===== src/rtl/mem_arb.sv =====
// Round-robin arbiter between icache (port 0) and dcache (port 1) for the shared
// main-memory port; each grant runs one line burst of BURST_LEN word beats.
module mem_arb #(
    parameter int ADDR_W    = 32,
    parameter int DATA_W    = 32,
    parameter int BURST_LEN = 4
) (
    input  logic              clk,
    input  logic              reset,
    input  logic              m0_req,
    input  logic              m1_req,
    input  logic              m0_wen,
    input  logic              m1_wen,
    input  logic [ADDR_W-1:0] m0_addr,
    input  logic [ADDR_W-1:0] m1_addr,
    input  logic [DATA_W-1:0] m0_wdata,
    input  logic [DATA_W-1:0] m1_wdata,
    output logic              m0_wnext,
    output logic              m1_wnext,
    output logic              m0_rvalid,
    output logic              m1_rvalid,
    output logic [DATA_W-1:0] m0_rdata,
    output logic [DATA_W-1:0] m1_rdata,
    output logic              m0_done,
    output logic              m1_done,
    output logic              mem_req,
    output logic              mem_wen,
    output logic [ADDR_W-1:0] mem_addr,
    output logic [DATA_W-1:0] mem_wdata,
    input  logic              mem_ready,
    input  logic [DATA_W-1:0] mem_rdata
);
    localparam int CNT_W = $clog2(BURST_LEN);
    localparam int OFF_W = CNT_W + 2;
    localparam logic [ADDR_W-1:0] BASE_MASK = {{(ADDR_W-OFF_W){1'b1}}, {OFF_W{1'b0}}};
    localparam logic [CNT_W-1:0]  LAST_BEAT = CNT_W'(BURST_LEN - 1);

    localparam logic [1:0] S_IDLE  = 2'd0;
    localparam logic [1:0] S_BURST = 2'd1;
    localparam logic [1:0] S_DONE  = 2'd2;

    logic [1:0]        state_q, state_d;
    logic [CNT_W-1:0]  cnt_q, cnt_d;
    logic              grant_q, grant_d;
    logic              last_grant_q, last_grant_d;
    logic              wen_q, wen_d;
    logic [ADDR_W-1:0] base_q, base_d;

    logic [1:0]        req_v;
    logic [1:0]        wen_v;
    logic [ADDR_W-1:0] addr_v  [2];
    logic [DATA_W-1:0] wdata_v [2];
    logic [1:0]        rvalid_o, wnext_o, done_o;
    logic [DATA_W-1:0] rdata_o [2];
    logic              beat_accept;
    logic              pick;

    assign req_v      = {m1_req, m0_req};
    assign wen_v      = {m1_wen, m0_wen};
    assign addr_v[0]  = m0_addr;
    assign addr_v[1]  = m1_addr;
    assign wdata_v[0] = m0_wdata;
    assign wdata_v[1] = m1_wdata;

    assign beat_accept = (state_q == S_BURST) && mem_ready;

    // On a tie, port 1 wins only if port 0 was granted last.
    assign pick = req_v[1] & (~req_v[0] | ~last_grant_q);

    always_comb begin
        state_d      = state_q;
        cnt_d        = cnt_q;
        grant_d      = grant_q;
        last_grant_d = last_grant_q;
        wen_d        = wen_q;
        base_d       = base_q;
        case (state_q)
            S_IDLE: begin
                if (|req_v) begin
                    grant_d      = pick;
                    last_grant_d = pick;
                    wen_d        = wen_v[pick];
                    base_d       = addr_v[pick] & BASE_MASK;
                    cnt_d        = '0;
                    state_d      = S_BURST;
                end
            end
            S_BURST: begin
                if (mem_ready) begin
                    cnt_d = cnt_q + 1'b1;
                    if (cnt_q == LAST_BEAT) begin
                        state_d = S_DONE;
                    end
                end
            end
            S_DONE:  state_d = S_IDLE;
            default: state_d = S_IDLE;
        endcase
    end

    always_ff @(posedge clk) begin
        if (!reset) begin
            state_q      <= S_IDLE;
            cnt_q        <= '0;
            grant_q      <= 1'b0;
            last_grant_q <= 1'b1;
            wen_q        <= 1'b0;
            base_q       <= '0;
        end else begin
            state_q      <= state_d;
            cnt_q        <= cnt_d;
            grant_q      <= grant_d;
            last_grant_q <= last_grant_d;
            wen_q        <= wen_d;
            base_q       <= base_d;
        end
    end

    // The beat counter only ever touches line-internal bits, so OR-ing is carry-free.
    assign mem_req   = (state_q == S_BURST);
    assign mem_wen   = (state_q == S_BURST) & wen_q;
    assign mem_addr  = base_q | (ADDR_W'(cnt_q) << 2);
    assign mem_wdata = wdata_v[grant_q];

    genvar gi;
    generate
        for (gi = 0; gi < 2; gi++) begin : g_port
            logic              sel;
            logic              rvalid_q, rvalid_d;
            logic [DATA_W-1:0] rdata_q, rdata_d;

            assign sel = (grant_q == 1'(gi));

            always_comb begin
                rvalid_d = beat_accept & ~wen_q & sel;
                rdata_d  = rdata_q;
                if (rvalid_d) begin
                    rdata_d = mem_rdata;
                end
            end

            always_ff @(posedge clk) begin
                if (!reset) begin
                    rvalid_q <= 1'b0;
                    rdata_q  <= '0;
                end else begin
                    rvalid_q <= rvalid_d;
                    rdata_q  <= rdata_d;
                end
            end

            assign rvalid_o[gi] = rvalid_q;
            assign rdata_o[gi]  = rdata_q;
            assign wnext_o[gi]  = beat_accept & wen_q & sel;
            assign done_o[gi]   = (state_q == S_DONE) & sel;
        end
    endgenerate

    assign m0_rvalid = rvalid_o[0];
    assign m1_rvalid = rvalid_o[1];
    assign m0_rdata  = rdata_o[0];
    assign m1_rdata  = rdata_o[1];
    assign m0_wnext  = wnext_o[0];
    assign m1_wnext  = wnext_o[1];
    assign m0_done   = done_o[0];
    assign m1_done   = done_o[1];
endmodule


===== config.mk =====
export PLATFORM = sky130hd
export DESIGN_NAME = mem_arb
export DESIGN_NICKNAME = d
export VERILOG_FILES = /design/src/rtl/mem_arb.sv
export SDC_FILE = /design/constraint.sdc
export NUM_CORES = 1
export LEC_CHECK = 0
export CORE_AREA = 2 2 116 118
export DETAILED_ROUTE_END_ITERATION = 8
export DIE_AREA = 0 0 118 120
export GPL_ROUTABILITY_DRIVEN = 1
export HOLD_SLACK_MARGIN = 0.03
export PLACE_DENSITY = 0.87
export SYNTH_ARGS = -nofsm -noshare
export SYNTH_HDL_FRONTEND = slang
export SYNTH_SLANG_ARGS = --single-unit

===== constraint.sdc =====
create_clock -name clk -period 4.25 [get_ports clk]
set_clock_uncertainty 0.05 [all_clocks]
set_input_delay 0.85 -clock clk [delete_from_list [all_inputs] [get_ports clk]]
set_output_delay 0.85 -clock clk [all_outputs]
set_load 0.02 [all_outputs]

# After elaboration in Yosys (flattened, before gate mapping)
# Cells that the tools add are included.
[totals] regBits=101 input_bits=167 wordCells=60 out_inout_bits=136
[classes] n_reduce_logical=7 muxes=15 order_cmp=3 eq_ne=6 n_bitwise=18 add_sub_neg=1
[op_table] op="$mux W32" n=6
[op_table] op="$or A32 B4 Y32" n=1
[op_table] op="$and A1 B1 Y1" n=10
[op_table] op="$mux W2" n=5
[op_table] op="$pmux W2 S2" n=2
[op_table] op="$reduce_and A3 Y1" n=2
[op_table] op="$eq A2 B2 Y1 const B" n=2
[op_table] op="$ge A2 B2 Y1 const B" n=2
[op_table] op="$ne A2 B1 Y1 const B" n=2
[op_table] op="$not A1 Y1" n=4
[op_table] op="$not A1 Y2" n=2
[op_table] op="$add A2 B1 Y2 const B" n=1
[op_table] op="$eq A2 B1 Y1 const B" n=1
[op_table] op="$logic_not A2 Y1" n=1
[op_table] op="$lt A1 B2 Y1 const B" n=1
[op_table] op="$mux W1" n=2
[op_table] op="$ne A2 B2 Y1 const B" n=1
[op_table] op="$reduce_and A2 Y1" n=1
[op_table] op="$reduce_bool A2 Y1" n=1
[op_table] op="$reduce_or A2 Y1" n=1
[op_table] op="$logic_and A1 B1 Y1" n=1
[op_table] op="$or A1 B1 Y1" n=1

# Depth between registers and ports, before layout
[logic_depth] ltp_word=7 mapped_depth=6 depth_no_buf=4

# Worst setup path after synthesis
# OpenSTA, ideal clock, no wires.
[synth_path] kind="input to output" startpoint="input mem_ready" endpoint="output m0_wnext" slack_ns=1.872 path_stages=4 arrival_time_ns=1.478 required_ns=3.350 n_path_buf=1 cell_sequence="and3b_1 > buf_4 > nand2_1 > nor2_1"
[synth_between] elab_chain_len=3
[synth_lines] item="start, declared" line_no="30" source="input logic mem_ready,"
[synth_lines] item="$logic_and A1 B1 Y1" line_no="65" source="assign beat_accept = (state_q == S_BURST) && mem_ready;"
[synth_lines] item="$and A1 B1 Y1 (2 in series)" line_no="154" source="assign wnext_o[gi] = beat_accept & wen_q & sel;"
[synth_lines] item="end, declared" line_no="18" source="output logic m0_wnext,"
# Every way passes these cells.

# Worst setup path after layout
# Same ends and word-level chain as after synthesis.

==> flow_metrics.tcl <==
set metrics [dict create \
    status "finished clean" \
    overflow 0 \
    drc 0 \
    area_growth_pct 69.3 \
    core_area_mm2 0.0130 \
    die_w_um 118 \
    setup_viol 0 \
    synth_most_common_cell "nand2_1" \
    cts_buffers 9 \
    sw_frac_of_total 0.276 \
    dp_hpwl_um 11100 \
    ys_top_cells_by_count "158 x nand2_1, 101 x dfxtp_1, 64 x mux2i_1" \
    holdPathStages 2 \
    antenna_cells 0 \
    cts-hold-fix-buffers 0 \
    finalCritPeriodShare 0.831 \
    intPower_w 0.00181 \
    async_reset_ff_frac 0 \
    final_nets 925 \
    p_sw_w 0.000690 \
    crit_start "mem_ready" \
    worstSetupStartpointType "input port" \
    grtUsageTotal 0.207 \
    cp_common_cell "clkdlybuf4s50_1" \
    synthTopCellsByArea "dfxtp_1 43%, mux2i_1 14%, nand2_1 13%" \
    slowest_delay_ps 630 \
    grt_setup_unrepaired "false" \
    criticalPathCategory "input port to output port" \
    reg2reg_setup_slack_ps 2380 \
    vias 4483 \
    ant_nets 0 \
    first_global_vias 4558 \
    ys_ff_latch 101 \
    die_area_mm2 0.0142 \
    r2r-end "base_q[28]$_SDFFE_PN0P_" \
    synth_warnings 0 \
    io_pins 303 \
    clock-root-buffer "clkbuf_16" \
    worstMarginPinSlew_ps 974 \
    port_buffers 292 \
    clock_sinks 101 \
    total_power_w 0.00250 \
    gp_congestion 0.768 \
    drive_gt1_frac 0.119 \
    seq_power_share 0.413 \
    p_per_area_mw_per_mm2 316 \
    rows 42 \
    cp.arrival_ps 2630 \
    report.final.slew_viol_count 0 \
    critPathCapture "m0_wnext" \
    rr_worst_depth 4 \
    synth_edf_count 0 \
    avgSynthCellArea_um2 9.55 \
    p_leak_nw 3.08 \
    die_h_um 120 \
    fin_tns_setup_ps 0 \
    r2r_start "last_grant_q$_SDFFE_PN1P_" \
    relSlewSlack 0.351 \
    drv_cap 0 \
    routedWlPerCell_um 15.8 \
    synthFlopType "dfxtp_1" \
    min_path_type "flip-flop to flip-flop" \
    clk_path_buf_depth 2 \
    highest_layer "met4" \
    post_cts_buffers 0 \
    crit_slowest_cell "clkdlybuf4s50_1" \
    cts.clk_slew.worst_paths_ps 70 \
    postSynthCellCount 491 \
    max_freq_ghz 0.283 \
    first_pass_iters 4 \
    synth_top_area_cell "dfxtp_1" \
    vdd.ir_drop.worst_mv 0.181 \
    post_cts_resized 0 \
    end_kind "output port" \
    grt_first_pass_wirelength_um 23400 \
    worstPathRequired_ps 3350 \
    met1Wirelength_um 6180 \
    antenna_found_initial 0 \
    grt_max_degree 91 \
    ys_seq_area_frac 0.431 \
    cts.htree.levels 3 \
    cts_tree "built" \
    via_per_inst 4.78 \
    path_cells "clkdlybuf4s50_1 > and3b_1 > nand2_1 > nor2_1 > clkdlybuf4s50_1" \
    p_clk_frac 0.335 \
    crit_path_max_fanout 6 \
    drtIter0Drc 230 \
    comb_power_share 0.253 \
    synth.distinct_cells 33 \
    dr_wl_met3_um 1250 \
    netlist_area_mm2 0.00469 \
    hold_violations 0 \
    met2_length_um 7160 \
    yosysTopAreaCellShare 0.431 \
    hp-start "m0_rdata[12]$_SDFFE_PN0P_" \
    finalWirelength_um 14900 \
    start_util 0.361 \
    post-route-min-period_ps 3530 \
    clkLatencyLatePin_ps 340 \
]
-- power by group through the flow --
stage,Sequential (W),Clock [W],Combinational (W)
6_report,0.00103,0.000838,0.000632
5_1_grt,0.00104,0.000892,0.000675
4_1_cts,0.00103,0.000860,0.000638
3_5_place_dp,0.00106,0,0.000635
3_3_place_gp,0.00105,0,0.000628
2_1_floorplan,0.00110,0,0.000263
-- worst min path at each step --
stage / to / slack, ps
CTS: m0_rdata[12]$_SDFFE_PN0P_ / 410
global placement: m0_rdata[19]$_SDFFE_PN0P_ / 390
floorplan: last_grant_q$_SDFFE_PN1P_ / 430
finish: m0_rdata[12]$_SDFFE_PN0P_ / 410
global route: m0_rdata[16]$_SDFFE_PN0P_ / 420
detailed placement: m0_rdata[12]$_SDFFE_PN0P_ / 400
-- cell usage in the layout (no fill, tap or decap), types with 2 or more instances in the layout --
master,Yosys,layout
a21bo_2,2,2
clkdlybuf4s50_1,0,291
buf_4,6,7
inv_6,0,2
conb_1,1,2
o31ai_4,2,2
and3b_1,2,2
nand3b_1,2,2
clkinv_2,0,2
a21oi_1,30,30
nand2_1,158,158
mux2i_1,64,64
a311oi_1,2,2
nor2_1,5,4
nand3_1,3,3
a311oi_2,27,27
dfxtp_1,101,100
clkbuf_16,0,9
mux2_2,32,32
-- area by class of cell --
type / count / area (um^2)
fill: 1099 / 5040
timing repair buffer: 299 / 2970
multi-input combinational: 344 / 2410
sequential: 101 / 2020
clock buffer: 11 / 243
tap: 176 / 220
clock inverter: 5 / 57.6
inverter: 2 / 7.51
-- critical path: cells and delay by family --
| kind | cells | cell delay (ps) |
|---|---|---|
| buffers and inverters | 2 | 1160 |
| and+or+nand+nor | 3 | 620 |
-- flip-flops by register name (all words and copies together) (netlist names) --
signal / flops
m0_rdata: 32
m1_rdata: 32
base_q: 28
cnt_q: 2
state_q: 2
g_port.sel: 1
last_grant_q: 1
m0_rvalid: 1
m1_rvalid: 1
wen_q: 1
-- through the flow --
step / hold slack [ps] / util / worst slack [ps] / std cells / cell area, um^2
after CTS: 409 / 0.611 / 710 / 938 / 7940
after detailed placement: 398 / 0.588 / 710 / 922 / 7630
after floorplan: 426 / - / 1870 / 492 / 4690
final: 408 / 0.611 / 720 / 938 / 7940
after global placement: 392 / 0.588 / 737 / 922 / 7630
after global routing: 423 / 0.611 / 620 / 938 / 7940
-- kinds of logic after synthesis --
kind of cell    after synthesis  synth area share
other cells                   1          0.000800
flops                       101             0.431
mux                          96             0.214
buf+inv                      47            0.0574
fa+ha+maj                     1           0.00267
compound gates               66             0.140
simple gates                179             0.154
-- per-layer routing --
layer | vias to the layer above | GRT usage
met5 | - | 0
met4 | 0 | 0.0708
met3 | 25 | 0.0703
met2 | 178 | 0.349
met1 | 2062 | 0.247
li1 | 2218 | -
Note: power is estimated with default switching activity, not from simulation.
